`src/rtl/control_sequencer.sv`:
```
// Hardwired control unit: fetch T0-T2, decode T3, execute T4-T6, HALT.
// Optional MULDIV_EN adds mul/div opcodes that write LO/HI through T5/T6.
module control_sequencer (
  input  logic        clock,
  input  logic        clear,
  input  logic        run,
  input  logic        mem_ready,
  input  logic [31:0] ir,
  output logic        PCout,
  output logic        MARin,
  output logic        IncPC,
  output logic        Zin,
  output logic        Zlowout,
  output logic        Zhighout,
  output logic        PCin,
  output logic        Read,
  output logic        MDRin,
  output logic        MDRout,
  output logic        IRin,
  output logic        Yin,
  output logic        HIin,
  output logic        LOin,
  output logic [15:0] reg_out,
  output logic [15:0] reg_in,
  output logic [4:0]  opcode,
  output logic        halted,
  output logic        illegal
);

  typedef enum logic [3:0] {
    IDLE, T0, T1, T2, T3, T4, T5, T6, HALT
  } state_t;

  state_t state_q;

  logic [4:0] opc;
  logic [3:0] ra, rb, rc;
  logic       md_op, alu_op, halt_op;
  logic       ir_unused;

  assign opc       = ir[31:27];
  assign ra        = ir[26:23];
  assign rb        = ir[22:19];
  assign rc        = ir[18:15];
  assign ir_unused = ^ir[14:0];
  assign halt_op   = (opc == 5'b11011);

`ifdef MULDIV_EN
  assign md_op = (opc == 5'b01111) || (opc == 5'b10000);
`else
  assign md_op = 1'b0;
`endif

  assign alu_op = (opc <= 5'd12) || md_op;

  always_ff @(posedge clock) begin
    if (!clear) begin
      state_q <= IDLE;
    end else begin
      case (state_q)
        IDLE: if (run) state_q <= T0;
        T0:   state_q <= T1;
        T1:   if (mem_ready) state_q <= T2;
        T2:   state_q <= T3;
        T3: begin
          if (alu_op)       state_q <= T4;
          else if (halt_op) state_q <= HALT;
          else              state_q <= run ? T0 : IDLE;
        end
        T4:   state_q <= T5;
        T5: begin
          if (md_op) state_q <= T6;
          else       state_q <= run ? T0 : IDLE;
        end
        T6:   state_q <= run ? T0 : IDLE;
        HALT: state_q <= HALT;
        default: state_q <= IDLE;
      endcase
    end
  end

  always_comb begin
    PCout    = 1'b0;
    MARin    = 1'b0;
    IncPC    = 1'b0;
    Zin      = 1'b0;
    Zlowout  = 1'b0;
    Zhighout = 1'b0;
    PCin     = 1'b0;
    Read     = 1'b0;
    MDRin    = 1'b0;
    MDRout   = 1'b0;
    IRin     = 1'b0;
    Yin      = 1'b0;
    HIin     = 1'b0;
    LOin     = 1'b0;
    reg_out  = '0;
    reg_in   = '0;
    opcode   = '0;
    halted   = 1'b0;
    illegal  = 1'b0;
    case (state_q)
      T0: begin
        PCout = 1'b1;
        MARin = 1'b1;
        IncPC = 1'b1;
        Zin   = 1'b1;
      end
      T1: begin
        Zlowout = 1'b1;
        PCin    = 1'b1;
        Read    = 1'b1;
        MDRin   = 1'b1;
      end
      T2: begin
        MDRout = 1'b1;
        IRin   = 1'b1;
      end
      T3: begin
        if (alu_op) begin
          reg_out[rb] = 1'b1;
          Yin         = 1'b1;
        end else if (!halt_op) begin
          illegal = 1'b1;
        end
      end
      T4: begin
        reg_out[rc] = 1'b1;
        Zin         = 1'b1;
        opcode      = opc;
      end
      T5: begin
        Zlowout = 1'b1;
        // mul/div result goes to LO, never to a GPR
        if (md_op) LOin = 1'b1;
        else       reg_in[ra] = 1'b1;
      end
      T6: begin
        Zhighout = 1'b1;
        HIin     = 1'b1;
      end
      HALT: halted = 1'b1;
      default: ;
    endcase
  end

endmodule

```
`config.mk`:
```
export PLATFORM = sky130hd
export DESIGN_NAME = control_sequencer
export DESIGN_NICKNAME = d
export VERILOG_FILES = /design/src/rtl/control_sequencer.sv
export SDC_FILE = /design/constraint.sdc
export NUM_CORES = 1
export LEC_CHECK = 0
export CORE_MARGIN = 3
export CORE_UTILIZATION = 25
export CTS_BUF_LIST = sky130_fd_sc_hd__clkbuf_2 sky130_fd_sc_hd__clkbuf_4 sky130_fd_sc_hd__clkbuf_8
export CTS_CLUSTER_SIZE = 14
export DETAILED_ROUTE_END_ITERATION = 8
export PLACE_DENSITY_LB_ADDON = 0.1
export SETUP_SLACK_MARGIN = 0.1
export SYNTH_ARGS = -nofsm -noshare
export SYNTH_HDL_FRONTEND = slang
export SYNTH_SLANG_ARGS = --single-unit
```
`constraint.sdc`:
```
create_clock -name clock -period 1.6 [get_ports clock]
set_input_delay 0.24 -clock clock [delete_from_list [all_inputs] [get_ports clock]]
set_output_delay 0.24 -clock clock [all_outputs]
set_load 0.03 [all_outputs]
```
==> metrics.md, run 1 <==
| Metric | Value |
|---|---|
| Setup violations, final | 42 |
| Hold Vio Cnt, Final | 0 |
| GRT Util Overall | 0.235 |
| Cell count after synthesis | approximately 120 |
| Effective utilization at floorplan | 0.275 |
| Sequential element share of the synthesized area | 0.101 |
| CTS max path bufs | 2 |
| Top reg by flops | state_q |
| Minimum clock period | 2.11 ns |
| Final WS setup | -0.505 ns |
| CTS H-tree lvls | 1 |
| Area occupied by multi-input gates | 1120 um2 |
| Initial detailed-routing violation count | 38 |
| Type of the worst min-delay path | input port to flop |
| Crit path arrival time | 1.87 ns |
| Critical path startpoint category | flop |
| WL met2 | 2.78 mm |
| Crit path max fanout | 4 |
| Final HPWL DP | slightly below 3 mm |
| Clock Latency Late Sink | 0.22 ns |
| Max Cap Violations | 0 |
| CTS root buffer | clkbuf_4 |
| Maximum clock rate | 475 MHz |
| Register Area | around 88 um2 |
| Maximum vdd drop | 723 uV |
| Die height | about 62 um |
| Max-slew violation count | 0 |
| Crit path kind | flop to primary output |
| Area growth syn-to-layout | 217% |
| Total wire length | 4.57 mm |
| Fraction of layout cells with a size suffix above 1 | 0.748 |
| # fillers | 141 |
| M1 WL | 1.52 mm |
| Row count | 19 |
| Met3 wire length | ~180 um |
| Core box area | 2880 um2 |
| Wire per inst | around 17 um |
| Ports | roughly 90 |
| Yosys cell types | 33 |
| Final ANT Viol Nets | 0 |
| Unrepaired setup endpoints after global routing | true |
| DRC viols | 0 |
| Number of flip-flops in the largest register | 4 |
| Sink Count | 4 |
| Post-synth net total | roughly 150 |
| Clk slew on worst S/H paths | ~0.030 ns |
| Synthesized area per cell | 6.70 um2 |
| Hold-fix buffers, CTS | 0 |
| DR pass1 iterations | 4 |
| Placed cells | 259 |
| Ant diodes | 0 |
| Failing checks | setup timing |
| Status | complete, but fails checks |
| Largest net degree at the start of global routing | 13 |
| Pre-CTS setup slack | -0.531 ns |
| Fin crit share | 1.32 |
| Die area | 3870 um2 |
| Top layer in use | met4 |
| Synth Cell Area | 791 um2 |
| Pleak | 0.000937 uW |
| Grt ovf | 0 |
| First-pass GRT wire length | around 7.5 mm |
| Fin Clk Skew | between 0.0008 and 0.0009 ns |
| Element type at the critical path end | primary output |
| Non-Filler Instances | 272 |
| Required time worst endpoint | 1.36 ns |
| Biggest registers after layout | state_q (4) |
| Chip width | approximately 62 um |
| Via-to-Cell Ratio | ~5.1 |
| GPL Wtd Cong | 0.810 |
| Register bit total from synthesis | 4 |
| Via Count | between 1000 and 1500 |
| CTS tree | built |
| Initial antenna violation count | 0 |
| Port Buffers | 72 |
| Num CTS Buffers | 3 |
| Yosys warning count | 0 |
| Vias in the first global route | 1538 |
| Nets | 268 |
| PD cells | 363 nW/um2 |
| Hold_ws | 0.625 ns |
-- metrics by stage --
step	power [uW]	instance area [um2]	setup TNS [ns]	util
5_1_grt	955	2510	-13.48	0.872
2_1_floorplan	438	1210	-6.45	-
6_report	910	2510	-11.35	0.872
3_3_place_gp	618	2060	-7.08	0.715
4_1_cts	872	2460	-11.29	0.854
3_5_place_dp	630	2060	-8.51	0.715
-- Yosys cell counts --
| library cell | n | area (um2) |
|---|---|---|
| and2_1 | 6 | 37.5 |
| a21oi_1 | 3 | 15.0 |
| clkbuf_1 | 1 | 3.75 |
| nand3b_1 | 6 | 45.0 |
| o21a_1 | 1 | 7.51 |
| nor4b_4 | 1 | 23.8 |
| a22oi_1 | 1 | 7.51 |
| buf_4 | 10 | 75.1 |
| nor3b_4 | 1 | 18.8 |
| buf_2 | 1 | 5.00 |
| nand2b_1 | 9 | 56.3 |
| o21ai_0 | 2 | 10.0 |
| a211oi_1 | 1 | 7.51 |
| nor3_2 | 1 | 10.0 |
| or3b_4 | 1 | 11.3 |
| o22ai_1 | 16 | 100 |
| nor4b_1 | 1 | 8.76 |
| dfxtp_1 | 4 | 80.1 |
| or3b_1 | 2 | 17.5 |
| or3_1 | 1 | 6.26 |
| or2_2 | 2 | 12.5 |
| conb_1 | 1 | 3.75 |
| or3b_2 | 1 | 8.76 |
| nand2b_2 | 1 | 8.76 |
| nor3b_1 | 2 | 15.0 |
| nor2b_1 | 3 | 18.8 |
| nand2_1 | 5 | 18.8 |
| and3b_1 | 1 | 8.76 |
| nand3_1 | 6 | 30.0 |
| a41oi_1 | 1 | 8.76 |
| nor3_1 | 7 | 35.0 |
| nor2_1 | 18 | 67.6 |
| o211ai_1 | 1 | 7.51 |
-- worst paths after layout --
| check | from | to | cells after the start | slack (ns) |
|---|---|---|---|---|
| setup / recovery | state_q[1] | reg_out[2] | 5 | -0.51 |
| hold / removal | ir[27] | state_q[3] | 4 | 0.63 |
| hold reg to reg | state_q[3] | state_q[2] | 2 | 0.66 |
| setup reg to reg | state_q[0] | state_q[0] | 8 | 0.03 |
-- routing by layer --
metal,up-vias,track usage
li1,659,-
met1,656,0.224
met2,51,0.507
met3,10,0.0288
met4,0,0.0635
met5,-,0
-- repair_timing --
| item | CTS | global route |
|---|---|---|
| resized for setup | 86 | 14 |
| setup buffers | 10 | 2 |
| endpoints found under the setup margin | 53 | 52 |
| pin swaps | 15 | 8 |
| endpoints found under the hold margin | 0 | 0 |
-- layout make-up --
cell class / count / share of cell area
multi-input cells: 102 / 0.447
repair buffers: 121 / 0.488
clock buffers: 3 / 0.00898
well taps: 42 / 0.0209
flip-flops and latches: 4 / 0.0349
-- where the power goes --
| part | switching [uW] | total [uW] | internal [uW] | leakage, uW |
|---|---|---|---|---|
| Sequential | 12.5 | 126 | 114 | 0.0000347 |
| Combinational | 353 | 667 | 314 | 0.000888 |
| Clock | 33.3 | 117 | 83.3 | 0.0000138 |
| Total | 399 | 910 | 511 | 0.000937 |
-- cell families after synthesis --
logic type | Yosys count | synth area share
flops | 4 | 0.101
buf+inv | 12 | 0.106
compound gates | 26 | 0.207
other cells | 1 | 0.00474
simple gates | 75 | 0.581
-- critical path, stage by stage, from the launching register on --
cell and delay [ns]:
dfxtp_2 0.33, nor4b_4 0.30, and3b_1 0.20, or3b_4 0.46, o22ai_4 0.20, buf_6 0.15
-- cells in the final DEF, fill, tap and decap left out, types with 2 or more instances in the layout --
| master | Yosys | final |
|---|---|---|
| nor4b_4 | 1 | 2 |
| nand2b_1 | 9 | 8 |
| nor2_1 | 18 | 3 |
| and2_4 | 0 | 5 |
| buf_4 | 10 | 33 |
| or3b_4 | 1 | 4 |
| nand2_1 | 5 | 3 |
| buf_6 | 0 | 65 |
| a21oi_2 | 0 | 2 |
| nand3b_1 | 6 | 6 |
| buf_8 | 0 | 2 |
| o22ai_4 | 0 | 16 |
| nor3_4 | 0 | 7 |
| nor2b_1 | 3 | 2 |
| nand3_1 | 6 | 3 |
| clkdlybuf4s50_1 | 0 | 15 |
| nand3_2 | 0 | 2 |
| nor2_2 | 0 | 2 |
| dlygate4sd2_1 | 0 | 5 |
| dfxtp_2 | 0 | 3 |
| clkbuf_4 | 0 | 3 |
| nand2b_4 | 0 | 2 |
| or2_2 | 2 | 2 |
| nand2_2 | 0 | 2 |
| nor2_4 | 0 | 13 |
No activity file was read; power rests on OpenSTA's default activity.
==> run 2, diff against run 1 <==
--- a/config.mk
+++ b/config.mk
@@ -5,11 +5,13 @@
 export SDC_FILE = /design/constraint.sdc
 export NUM_CORES = 1
 export LEC_CHECK = 0
+export ABC_CLOCK_PERIOD_IN_PS = 1600
 export CORE_MARGIN = 3
 export CORE_UTILIZATION = 25
 export CTS_BUF_LIST = sky130_fd_sc_hd__clkbuf_2 sky130_fd_sc_hd__clkbuf_4 sky130_fd_sc_hd__clkbuf_8
 export CTS_CLUSTER_SIZE = 14
 export DETAILED_ROUTE_END_ITERATION = 8
+export MAX_ROUTING_LAYER = met4
 export PLACE_DENSITY_LB_ADDON = 0.1
 export SETUP_SLACK_MARGIN = 0.1
 export SYNTH_ARGS = -nofsm -noshare
==> metrics.md, run 2 (synthesis results as in run 1) <==
| Metric | Value |
|---|---|
| Final HPWL DP | 2.93 mm (unchanged) |
| Most frequent cells in the layout | 65 x buf_6, 33 x buf_4, 16 x o22ai_4 |
| Top reg by flops | state_q |
| Minimum clock period | 2.11 ns (+0.00133 ns) |
| Ports | 89 (unchanged) |
| Num CTS Buffers | 3 (unchanged) |
| Initial antenna violation count | 0 (unchanged) |
| Die height | 62.2 um (unchanged) |
| Pleak | 0.000937 uW (unchanged) |
| Maximum vdd drop | 723 uV (about the same) |
| Type of the worst min-delay path | input port to flop |
| Hold-fix buffers, CTS | 0 (unchanged) |
| Effective utilization at floorplan | 0.275 (unchanged) |
| Area occupied by multi-input gates | 1120 um2 (unchanged) |
| CP max stage delay | 0.46 ns (about the same) |
| # fillers | 141 (unchanged) |
| Nets | 268 (unchanged) |
| Element type at the critical path end | primary output |
| Slowest-stage cell, CP | or3b_4 |
| Worst Path Buf+Inv | 1 (unchanged) |
| Port Buffers | 72 (unchanged) |
| Grt ovf | 0 (unchanged) |
| GRT Util Overall | 0.241 (+0.00655) |
| Max Cap Violations | 0 (unchanged) |
| Clk slew on worst S/H paths | 0.03 ns (about the same) |
| Clock Latency Late Sink | 0.22 ns (about the same) |
| Crit path max fanout | 4 (unchanged) |
| Fin crit share | 1.32 (about the same) |
| DR pass1 iterations | 4 (unchanged) |
| Crit path arrival time | 1.87 ns (about the same) |
| CP startpoint | state_q[1] |
| Maximum clock rate | 475 MHz (about the same) |
| GPL Wtd Cong | 0.822 (+1.5%) |
| Pre-CTS setup slack | -0.531 ns (unchanged) |
| CTS root buffer | clkbuf_4 |
| Status | complete, but fails checks |
| Fin Clk Skew | 0.000823 ns (unchanged) |
| Total wire length | 4.57 mm (about the same) |
| Setup violations, final | 42 (unchanged) |
| Fraction of layout cells with a size suffix above 1 | 0.748 (unchanged) |
| Most common cell after layout, fill and taps aside | buf_6 |
| HP Start | ir[27] |
| PD cells | 363 nW/um2 (about the same) |
| Ant diodes | 0 (unchanged) |
| Core box area | 2880 um2 (unchanged) |
| Required time worst endpoint | 1.36 ns (about the same) |
| Initial detailed-routing violation count | 45 (+18%) |
| Vias in the first global route | 1538 (unchanged) |
| Critical path cell sequence | nor4b_4 > and3b_1 > or3b_4 > o22ai_4 > buf_6 |
| Failing checks | setup timing |
| Die area | 3870 um2 (unchanged) |
| Area growth syn-to-layout | 217% (unchanged) |
| Wire per inst | 16.8 um (about the same) |
| R2R Path Start | state_q[0] |
| Crit path kind | flop to primary output |
| CTS H-tree lvls | 1 (unchanged) |
| Row count | 19 (unchanged) |
| Unrepaired setup endpoints after global routing | true |
| Biggest registers after layout | state_q (4) |
| Final ANT Viol Nets | 0 (unchanged) |
| Top delay family on crit path | simple AND/OR/NAND/NOR gates |
| Final WS setup | -0.506 ns (-0.00133 ns) |
| Via-to-Cell Ratio | 5.07 (+0.29%) |
| Sink Count | 4 (unchanged) |
| Flop2flop setup slack | 0.03 ns (about the same) |
| Register Area | 87.6 um2 (unchanged) |
| Hold Vio Cnt, Final | 0 (unchanged) |
| Fin util | 0.872 (unchanged) |
| Critical path startpoint category | flop |
| First-pass GRT wire length | 7.47 mm (unchanged) |
| CTS max path bufs | 2 (unchanged) |
| Max-slew violation count | 0 (unchanged) |
| Chip width | 62.2 um (unchanged) |
| Via Count | 1380 (+0.29%) |
| Number of flip-flops in the largest register | 4 (unchanged) |
| CTS tree | built |
| Largest net degree at the start of global routing | 13 (unchanged) |
| DRC viols | 0 (unchanged) |
==> run 2: cell counts in the layout (fill, tap and decap cells not counted) <==
Identical to the previous run, type by type.
==> run 2: worst reg2reg max path, stage by stage, from the launching register on <==
cell and delay (ns):
dfxtp_4 0.35, buf_8 0.13, buf_12 0.12, buf_6 0.11, buf_6 0.11, or3b_4 0.37, a21oi_2 0.14, o21ai_2 0.08
a21oi_2 0.10
==> run 2: timing repair <==
action | in CTS | in global routing
setup endpoints to repair | 53 | 52
resized for setup | 86 | 14
buffers inserted | 10 | 2
pin swaps | 15 | 8
cloned | 0 | 0
==> run 2: path summary, 6_finish.rpt <==
| path | endpoint | depth (start not counted) |
|---|---|---|
| worst max-delay path | reg_out[2] | 5 |
| worst min-delay path | state_q[3] | 4 |
| worst max register to register | state_q[0] | 8 |
| worst min register to register | state_q[2] | 2 |
==> run 2: through the flow <==
stage               cells  hold WS [ns]  TNS, ns  area, um2  power [uW]
CTS                   271         0.608   -11.29       2460         872
global route          272         0.672   -13.48       2510         955
detailed placement    259         0.576    -8.51       2060         630
floorplan             118         0.358    -6.45       1210         438
global placement      259         0.572    -7.08       2060         618
finish                272         0.625   -11.36       2510         910
==> run 2: per-layer routing <==
metal | routed length (um) | share of wire | GRT usage
met5 | 0 | 0 | -
met4 | 95 | 0.021 | 0.0635
met3 | 186 | 0.041 | 0.0288
met2 | 2780 | 0.61 | 0.507
met1 | 1510 | 0.33 | 0.224
==> run 2: power by group <==
part	switching [uW]	leakage, uW	total, uW	internal [uW]
Combinational	353	0.000888	666	314
Clock	33.3	0.0000138	117	83.3
Sequential	12.7	0.0000347	127	114
==> run 2: cell type report <==
type / instances / area share
repair buffers: 121 / 0.488
clock buffers: 3 / 0.00898
flip-flops and latches: 4 / 0.0349
well taps: 42 / 0.0209
multi-input cells: 102 / 0.447
